**config.mk**
```make
export PLATFORM = sky130hd
export DESIGN_NAME = parking_lot_counter
export DESIGN_NICKNAME = d
export VERILOG_FILES = /design/src/rtl/parking_pkg.sv /design/src/rtl/car_detect_fsm.sv /design/src/rtl/parking_lot_counter.sv
export SDC_FILE = /design/constraint.sdc
export NUM_CORES = 1
export LEC_CHECK = 0
export CORE_MARGIN = 2
export CORE_UTILIZATION = 30
export DETAILED_ROUTE_END_ITERATION = 6
export HOLD_SLACK_MARGIN = 0.1
export SYNTH_ARGS = -nofsm -noshare
export SYNTH_HDL_FRONTEND = slang
export SYNTH_SLANG_ARGS = --single-unit
```
**constraint.sdc**
```tcl
create_clock -name clk -period 2.2 [get_ports clk]
set_input_delay 0.33 -clock clk [delete_from_list [all_inputs] [get_ports clk]]
set_output_delay 0.33 -clock clk [all_outputs]
set_load 0.005 [all_outputs]
```
**src/rtl/parking_pkg.sv**
```systemverilog
// parking_pkg: shared constants and FSM state encoding for the parking lot counter
package parking_pkg;
    localparam int MAX_CARS_DEF = 25;
    localparam int COUNT_W = 5;
    typedef enum logic [2:0] {IDLE, IN_A, IN_AB, IN_B, OUT_B, OUT_AB, OUT_A, WAIT} state_e;
endpackage

```
**src/rtl/car_detect_fsm.sv**
```systemverilog
// car_detect_fsm: synchronizes the two gate sensors and decodes entry/exit sequences
module car_detect_fsm
    import parking_pkg::*;
(
    input  logic clk,
    input  logic reset,
    input  logic sensor_a_i,
    input  logic sensor_b_i,
    output logic enter_o,
    output logic exit_o,
    output logic enter_stb_o,
    output logic exit_stb_o
);
    logic [1:0] a_q, b_q, ab;
    state_e     state_q;
    logic       enter_q, exit_q;

    assign ab = {a_q[1], b_q[1]};
    // Strobes fire on the edge that completes a sequence, so the counter moves with ENTER/EXIT
    assign enter_stb_o = (state_q == IN_B) && (ab == 2'b00);
    assign exit_stb_o  = (state_q == OUT_A) && (ab == 2'b00);
    assign enter_o = enter_q;
    assign exit_o  = exit_q;

    always_ff @(posedge clk or posedge reset) begin
        if (reset) begin
            a_q     <= '0;
            b_q     <= '0;
            state_q <= IDLE;
            enter_q <= 1'b0;
            exit_q  <= 1'b0;
        end else begin
            a_q     <= {a_q[0], sensor_a_i};
            b_q     <= {b_q[0], sensor_b_i};
            enter_q <= enter_stb_o;
            exit_q  <= exit_stb_o;
            case (state_q)
                IDLE:    state_q <= ab == 2'b10 ? IN_A   : ab == 2'b01 ? OUT_B  : ab == 2'b11 ? WAIT : IDLE;
                IN_A:    state_q <= ab == 2'b11 ? IN_AB  : ab == 2'b00 ? IDLE   : ab == 2'b01 ? WAIT : IN_A;
                IN_AB:   state_q <= ab == 2'b01 ? IN_B   : ab == 2'b10 ? IN_A   : ab == 2'b00 ? WAIT : IN_AB;
                IN_B:    state_q <= ab == 2'b00 ? IDLE   : ab == 2'b11 ? IN_AB  : ab == 2'b10 ? WAIT : IN_B;
                OUT_B:   state_q <= ab == 2'b11 ? OUT_AB : ab == 2'b00 ? IDLE   : ab == 2'b10 ? WAIT : OUT_B;
                OUT_AB:  state_q <= ab == 2'b10 ? OUT_A  : ab == 2'b01 ? OUT_B  : ab == 2'b00 ? WAIT : OUT_AB;
                OUT_A:   state_q <= ab == 2'b00 ? IDLE   : ab == 2'b11 ? OUT_AB : ab == 2'b01 ? WAIT : OUT_A;
                default: state_q <= ab == 2'b00 ? IDLE   : WAIT;
            endcase
        end
    end
endmodule

```
**src/rtl/parking_lot_counter.sv**
```systemverilog
// parking_lot_counter: saturating car count driven by the gate sequence detector
module parking_lot_counter
    import parking_pkg::*;
#(
    parameter int MAX_CARS = MAX_CARS_DEF
) (
    input  logic               clk,
    input  logic               reset,
    input  logic               SENSOR_A,
    input  logic               SENSOR_B,
    output logic [COUNT_W-1:0] COUNT,
    output logic               ENTER,
    output logic               EXIT,
    output logic               FULL,
    output logic               EMPTY
);
    localparam logic [COUNT_W-1:0] CAP = COUNT_W'(MAX_CARS);

    logic               enter_stb, exit_stb;
    logic [COUNT_W-1:0] count_q, count_d;

    car_detect_fsm u_fsm (
        .clk        (clk),
        .reset      (reset),
        .sensor_a_i (SENSOR_A),
        .sensor_b_i (SENSOR_B),
        .enter_o    (ENTER),
        .exit_o     (EXIT),
        .enter_stb_o(enter_stb),
        .exit_stb_o (exit_stb)
    );

    always_comb
        count_d = (enter_stb && count_q != CAP) ? count_q + 1'b1 :
                  (exit_stb && count_q != '0)   ? count_q - 1'b1 : count_q;

    always_ff @(posedge clk or posedge reset)
        if (reset) count_q <= '0;
        else       count_q <= count_d;

    assign COUNT = count_q;
    assign FULL  = count_q == CAP;
    assign EMPTY = count_q == '0;
endmodule

```
Yosys cells after proc, flatten, opt, wreduce, memory -nomap -nowiden
Cells that the tools add are included.

Reductions and logical operators: 9. Add/sub/neg operators: 2. Equality and inequality tests: 11. Muxes and demuxes: 25.

Operators by type and width (count): $mux W3 (19); $pmux W3 S7 (1); $mux W5 (2); $eq A3 B3 Y1 const B (3); $eq A3 B2 Y1 const B (2); $add A5 B1 Y5 const B (1); $eq A5 B5 Y1 const B (1); $logic_not A5 Y1 (1); $ne A5 B5 Y1 const B (1); $reduce_bool A5 Y1 (1); $sub A5 B1 Y5 const B (1); $eq A2 B2 Y1 const B (2); $logic_and A1 B1 Y1 (4); $mux W2 (2); $eq A3 B1 Y1 const B (1); $logic_not A3 Y1 (1); $eq A2 B1 Y1 const B (1); $logic_not A2 Y1 (1); $reduce_bool A2 Y1 (1); $mux W1 (1).

Input bits: 4. Bits in registers: 14. Logic and storage cells: 53. Output and inout bits: 9.

Longest topological paths before layout
Gate-level depths: netlist (run 1).

Depth after elaboration: 5. Mapped depth: 10. Mapped depth without buffers: 10.

Cells and area by module
From an unflattened synthesis (run 1), not the netlist that was laid out.

Cells, all modules: 91. Area total of the unflattened synthesis: 943.4 um^2.

By module, submodules not included: car_detect_fsm (area each 573.0 um^2, sequential area each 225.2 um^2, cells each 55, instances 1); parking_lot_counter (area each 370.4 um^2, sequential area each 125.1 um^2, cells each 36, instances 1).

Worst setup path after synthesis (run 1)
Ideal clock, no wire load.

Path type: register -> register. From: reg u_fsm.b_q[1]. To: reg count_q[3], in the netlist COUNT[3]. Clock period less this slack: 2317 ps. Cell stages (with the launch flop): 11. Data arrival time: 2192 ps. Setup time: 125 ps. Slack: -117 ps. Path buffers: 0. Required time: 2075 ps. Cell sequence: dfrtp_1 inv_1 ha_1 nand4b_4 a41oi_4 inv_1 ha_1 a21o_1 a21oi_1 xnor2_1 mux2_4.

Cells in the longest elaborated chain, start to end: 4. Elaborated cells between the ends (all ways): 7. Those cells by class: mux: 1; reduce/logical: 6.

Ends and longest elaborated chain: from (decl) (RTL line car_detect_fsm.sv:14) `logic [1:0] a_q, b_q, ab;`; from (signal assigned) (RTL line car_detect_fsm.sv:34) `b_q <= {b_q[0], sensor_b_i};`; $logic_not A2 Y1 (*) (RTL line car_detect_fsm.sv:20, car_detect_fsm.sv:21); $logic_and A1 B1 Y1 (on tied branches) (RTL line car_detect_fsm.sv:20, car_detect_fsm.sv:21); $logic_and A1 B1 Y1 (on tied branches) (RTL line parking_lot_counter.sv:34, parking_lot_counter.sv:35); $mux W5 / $reduce_bool A2 Y1 (equally long branches); to (signal assigned) (RTL line parking_lot_counter.sv:39) `else count_q <= count_d;`; to (decl) (RTL line parking_lot_counter.sv:20) `logic [COUNT_W-1:0] count_q, count_d;`.

Every way passes the cells marked *; elsewhere a longest branch is shown, timed or not. A chain may end at the register's enable or synchronous reset.

Worst setup path after layout (run 1)
From: reg u_fsm.a_q[1]. To: reg count_q[3], in the netlist COUNT[3].

Cells in the longest elaborated chain, start to end: 4. Elaborated cells between the ends (all ways): 7. Those cells by class: mux: 1; reduce/logical: 6.

Ends and longest elaborated chain: from (decl) (RTL line car_detect_fsm.sv:14); from (signal assigned) (RTL line car_detect_fsm.sv:33) `a_q <= {a_q[0], sensor_a_i};`; $logic_not A2 Y1 (*) (RTL line car_detect_fsm.sv:20, car_detect_fsm.sv:21); $logic_and A1 B1 Y1 (on tied branches) (RTL line car_detect_fsm.sv:20, car_detect_fsm.sv:21); $logic_and A1 B1 Y1 (on tied branches) (RTL line parking_lot_counter.sv:34, parking_lot_counter.sv:35); $mux W5 / $reduce_bool A2 Y1 (equally long branches).

Marks and branches as above.

==> flow_summary_export.csv, run 1 <==
group,metric,value,unit
floorplan,core,3000,µm²
floorplan,die-area,3590,µm²
sta,worst_pin_slew,0.542,ns
worst_setup_path,start_kind,"flip-flop",
cells_and_area,areaGrowthSynthToFinish,30.4,%
cells_and_area,final_area,1220,µm²
clocking,cts_buffer_depth,2,
clocking,numCtsBuffers,3,
cells_and_area,final_common_cell,"dfrtp_1",
grt,grt_max_degree,16,
min_path,holdCritPathClass,"reg -> reg",
sta,setup_viol,0,
outcome,status,"finished clean",
cells_and_area,layout-drive-gt1-share,0.259,
drt,detail_route.first_pass.iterations,4,
drt,drtIter0Drc,8,
placed_design,dpl_cell_area,1150,µm²
sta,clock.fmax,0.474,GHz
grt,globalRouteTotalUtil,0.112,
worst_setup_path,worstPathRequired,2.37,ns
sta,relSlewSlack,0.639,
worst_setup_path,worst-path-max-fanout,4,
clocking,cts_tree,"yes",
drt,ant_nets,0,
floorplan,die_w,59.9,µm
drt,dr_total_vias,701,
logic_synthesis,syn-cell-area,938,µm²
clocking,cts_root_buf,"clkbuf_4",
logic_synthesis,syn_inst,88,
logic_synthesis,synthFlopType,"dfrtp_1",
logic_synthesis,syn_nets,103,
sta,final_max_slew_viol_count,0,
worst_setup_path,crit_type,"reg -> reg",
logic_synthesis,synth.distinct_cells,34,
grt,grt_pass1_vias,697,
placed_design,gp_congestion,0.840,
sta,rsz0062_at_grt,"true",
grt,grt_pass1_wl,2.99,mm
sta,skew,0.00529,ns
worst_setup_path,cp_data_arrival_time,2.28,ns
logic_synthesis,seq_area_frac_synth,0.373,
clocking,insertion_delay,0.28,ns
cells_and_area,final_cell_mix,"dfrtp_1 (14), clkdlybuf4s50_1 (12), buf_4 (11), ha_1 (9), inv_1 (6)",
cells_and_area,n_antenna_cell,0,
placed_design,port_buffers,12,
logic_synthesis,ys_ff_latch,14,
run,max_cap_violations,0,
cells_and_area,fillers,302,
logic_synthesis,syn_avg_cell_area,10.7,µm²
sta,finalWorstPathRequiredPeriod,2.11,ns
sta,finalWorstSetupSlack,0.0902,ns
drt,via_per_inst,4.83,
floorplan,die_y,59.9,µm
grt,antenna_found_initial,0,
floorplan,io_pins,13,
floorplan,start_util,0.313,
logic_synthesis,synth_edf_count,0,
worst_setup_path,critPathCaptureType,"flip-flop",
power,powerDensity,1180,nW/µm²
placed_design,hpwl,1.36,mm
clocking,clkSinkCount,14,
clocking,clkTransAtPathRegs,0.08,ns
drt,routed_wirelength,1.72,mm
clocking,htreeDepth,1,
floorplan,row_count,20,
placed_design,place_ws,-0.0181,ns
grt,grt_overflow,0,
clocking,cts_hold_buf,0,
drt,drc,0,
drt,post_drt_wl_per_cell,11.9,µm
power,peakVddDrop,742,µV
sta,period_share,0.959,
sta,finalHoldViolCount,0,
logic_synthesis,async_flop_share,1.00,
power,p_leak,0.579,nW
logic_synthesis,synth_warnings,0,
cells_and_area,nNetsFinal,128,
==> power breakdown <==
group | internal, mW | switching [mW]
Clock | 0.101 | 0.0797
Sequential | 0.342 | 0.107
Combinational | 0.447 | 0.372
==> synthesized netlist by cell type (all sizes together), types with 2 or more instances <==
cell type / number / share of area
a21oi: 4 / 0.021
buf: 3 / 0.019
dfrtp: 14 / 0.37
ha: 10 / 0.13
inv: 9 / 0.036
mux2: 2 / 0.032
mux2i: 3 / 0.032
nand2: 4 / 0.016
nand2b: 4 / 0.027
nand4b: 2 / 0.035
nor2: 6 / 0.032
nor2b: 2 / 0.013
o21ai: 5 / 0.027
xnor2: 4 / 0.037
==> cells by family after synthesis <==
family / after synthesis / share of synthesized area
fa+ha+maj: 11 / 0.155
flops: 14 / 0.373
mux: 5 / 0.0640
simple gates: 24 / 0.169
xor+xnor: 4 / 0.0373
compound gates: 18 / 0.147
buf+inv: 12 / 0.0547
==> registers in the layout, summed over array words and instances, names as in the netlist <==
| name | count |
|---|---|
| COUNT | 5 |
| u_fsm.state_q | 3 |
| u_fsm.a_q | 2 |
| u_fsm.b_q | 2 |
| u_fsm.enter_o | 1 |
| u_fsm.exit_o | 1 |
==> timing repair <==
action | 4_1_cts | 5_1_grt
resized for setup | 1 | 3
cloned | 0 | 0
setup endpoints to repair | 2 | 3
pin swaps | 0 | 2
setup buffers | 0 | 3
==> worst paths after layout <==
path / startpoint / endpoint / slack [ns] / depth (start not counted)
max in group asynchronous: reset / u_fsm.state_q[1] / 1.45 / 2
worst max-delay path: u_fsm.a_q[1] / COUNT[3] / 0.09 / 10
worst min-delay path: u_fsm.b_q[0] / u_fsm.b_q[1] / 0.35 / 0
worst min register to register: u_fsm.b_q[0] / u_fsm.b_q[1] / 0.35 / 0
min in group asynchronous: reset / u_fsm.state_q[2] / 0.39 / 2
worst max register to register: u_fsm.a_q[1] / COUNT[3] / 0.09 / 10
==> through the flow <==
stage | hold slack (ns) | TNS [ns] | total power [mW] | std cells | utilization
floorplan | 0.219 | 0 | 0.965 | 88 | -
detailed placement | 0.336 | -0.0181 | 1.23 | 138 | 0.385
global placement | 0.332 | 0 | 1.22 | 138 | 0.385
finish | 0.354 | 0 | 1.45 | 145 | 0.408
global route | 0.366 | -0.0597 | 1.57 | 145 | 0.408
CTS | 0.359 | 0 | 1.43 | 142 | 0.397
==> area by class of cell <==
type / count / area [µm²] / share of cell area
Multi-Input combinational cell: 62 / 559 / 0.457
Tap cell: 33 / 41.3 / 0.0337
Inverter: 9 / 33.8 / 0.0276
Sequential cell: 14 / 350 / 0.286
Clock buffer: 4 / 36.3 / 0.0297
Timing Repair Buffer: 23 / 203 / 0.166
==> per-layer routing <==
| metal | vias up | GRT usage | routed length, µm |
|---|---|---|---|
| met2 | 15 | 0.177 | 832 |
| li1 | 354 | - | - |
| met5 | - | 0 | 0 |
| met3 | 4 | 0.0476 | 68 |
| met1 | 328 | 0.137 | 793 |
| met4 | 0 | 0.0381 | 29 |
==> critical path, stage by stage, from the launching register on <==
cell	delay (ns)
dfrtp_1	0.39
inv_2	0.08
ha_4	0.16
nand4b_4	0.13
a41oi_4	0.23
inv_2	0.08
ha_1	0.28
a21o_1	0.19
a21oi_2	0.13
xnor2_1	0.07
mux2_4	0.26
Power figures use the tool's default switching activity.
==> run 2: changes to the inputs <==
TNS_END_PERCENT = 20   (was not set)
==> results of run 2 <==
No change in the layout: final DEF, timing and power equal those of run 1.
==> run 3: changes to the inputs <==
CELL_PAD_IN_SITES_DETAIL_PLACEMENT = 1   (was not set)
CELL_PAD_IN_SITES_GLOBAL_PLACEMENT = 1   (was not set)
CORE_MARGIN = not set   (was 2)
GPL_ROUTABILITY_DRIVEN = 0   (was not set)
PLACE_DENSITY_LB_ADDON = 0.1   (was not set)
==> run 3 against run 2 <==
Register-to-register slack worse by 0.03 ns. Largest power group unchanged. Clock power about the same. Power up 0.37%. Highest routed layer unchanged. Worst setup slack worse by 0.033 ns. Critical path depth unchanged. The run now ends with design-rule violations left.
==> flow_summary_export.csv, run 3 (synthesized netlist as in run 1, its figures left out) <==
group,metric,value,unit
cells_and_area,nNetsFinal,127,
worst_setup_path,cp_common_cell,"inv_2",
clocking,numCtsBuffers,3,
worst_setup_path,critPathCaptureType,"flip-flop",
sta,finalHoldViolCount,0,
worst_setup_path,start_kind,"flip-flop",
power,p_leak,0.575,nW
drt,via_per_inst,4.99,
grt,top_usage_layer,"met2",
sta,worst_pin_slew,0.533,ns
placed_design,dp.cells,136,
worst_setup_path,worstPathRequired,2.37,ns
grt,globalRouteTotalUtil,0.132,
worst_setup_path,worstPathCellList,"inv_2 -> ha_4 -> nand4b_4 -> a41oi_4 -> inv_2 -> ha_1 -> a21o_1 -> a21oi_1 -> xnor2_1 -> mux2_4",
sta,relSlewSlack,0.644,
clocking,htreeDepth,1,
sta,fin_tns_setup,0,ns
grt,grt_overflow,0,
sta,finalWorstPathRequiredPeriod,2.14,ns
power,powerDensity,1200,nW/µm²
drt,drtIter0Drc,9,
placed_design,hpwl,1.48,mm
worst_setup_path,slowest_stage,"dfrtp_1",
worst_setup_path,crit_type,"reg -> reg",
drt,detail_route.first_pass.iterations,6,
floorplan,die-area,3360,µm²
drt,dr_total_vias,708,
clocking,insertion_delay,0.27,ns
cells_and_area,final_common_cell,"dfrtp_1",
cells_and_area,layout-drive-gt1-share,0.234,
sta,skew,0.00203,ns
grt,grt_pass1_wl,3.31,mm
sta,clock.fmax,0.467,GHz
sta,rsz0062_at_grt,"true",
clocking,cts_hold_buf,0,
floorplan,die_w,57.9,µm
cells_and_area,stdcell_count,142,
placed_design,place_ws,-0.00238,ns
worst_setup_path,worst-path-max-fanout,3,
cells_and_area,n_antenna_cell,0,
cells_and_area,fillers,323,
floorplan,io_pins,13,
grt,gr-usage-met3,0.0469,
min_path,holdCritPathClass,"reg -> reg",
sta,finalWorstSetupSlack,0.0569,ns
sta,final_max_slew_viol_count,0,
grt,antenna_found_initial,0,
grt,met2_usage,0.204,
placed_design,port_buffers,12,
power,peakVddDrop,631,µV
sta,fin_hold_ws,0.357,ns
worst_setup_path,crit_path_max_incr_delay,0.40,ns
grt,use_met1,0.181,
sta,period_share,0.974,
cells_and_area,largest_register_ffs,5,
floorplan,core,2850,µm²
outcome,status,"finished, violations left",
grt,grt_pass1_vias,693,
floorplan,start_util,0.329,
drt,post_drt_wl_per_cell,13.7,µm
power,fin_total_pwr,1.45,mW
clocking,cts_buffer_depth,2,
clocking,clkTransAtPathRegs,0.08,ns
cells_and_area,final_cell_mix,"dfrtp_1 (14), clkdlybuf4s50_1 (12), buf_4 (10), ha_1 (9), inv_1 (6)",
worst_setup_path,critPathTopFamily,"compound AO/OA/AOI/OAI gates",
clocking,cts_tree,"yes",
floorplan,row_count,19,
clocking,clkSinkCount,14,
worst_setup_path,cp_data_arrival_time,2.31,ns
outcome,violations,"design-rule violations",
worst_setup_path,cp_num_buf_inv,2,
drt,ant_nets,0,
drt,drc,2,
grt,grt_max_degree,16,
drt,routed_wirelength,1.95,mm
sta,setup_viol,0,
floorplan,die_y,57.9,µm
run,max_cap_violations,0,
cells_and_area,areaGrowthSynthToFinish,28.7,%
clocking,cts_root_buf,"clkbuf_4",
-- run 3: repair_timing --
| action | in CTS | in global routing |
|---|---|---|
| buffers inserted | 0 | 2 |
| endpoints found under the setup margin | 1 | 2 |
| gates resized for setup | 1 | 1 |
| pin swaps | 0 | 0 |
-- run 3: final timing paths --
path / start / end / slack (ns) / depth (start not counted)
worst max register to register: u_fsm.a_q[1] / COUNT[3] / 0.06 / 10
worst min-delay path: u_fsm.a_q[0] / u_fsm.a_q[1] / 0.36 / 0
max in group asynchronous: reset / u_fsm.state_q[2] / 1.46 / 2
worst max-delay path: u_fsm.a_q[1] / COUNT[3] / 0.06 / 10
min in group asynchronous: reset / u_fsm.exit_o / 0.39 / 2
worst min register to register: u_fsm.a_q[0] / u_fsm.a_q[1] / 0.36 / 0
-- run 3: layout make-up --
class,count,area [µm²],area share
clock buffer,4,36.3,0.0301
inverter,9,33.8,0.0280
multi-input combinational,62,553,0.458
sequential,14,350,0.290
tap,31,38.8,0.0321
timing repair buffer,22,195,0.162
-- run 3: power breakdown --
part           switching (mW)  internal (mW)  leakage, nW
Clock                  0.0795          0.101       0.0210
Sequential              0.117          0.341        0.170
Combinational           0.374          0.440        0.384
-- run 3: stage by stage --
stage,utilization,area (µm²)
finish,0.423,1210
global route,0.423,1210
CTS,0.417,1190
detailed placement,0.404,1150
global placement,0.404,1150
floorplan,-,951
-- run 3: routing by layer --
layer | wire length, µm | share of wire | vias to the layer above
met3 | 68 | 0.035 | 2
met2 | 871 | 0.45 | 13
met1 | 995 | 0.51 | 341
li1 | - | - | 352
met4 | 10 | 0.0051 | 0
met5 | 0 | 0 | -
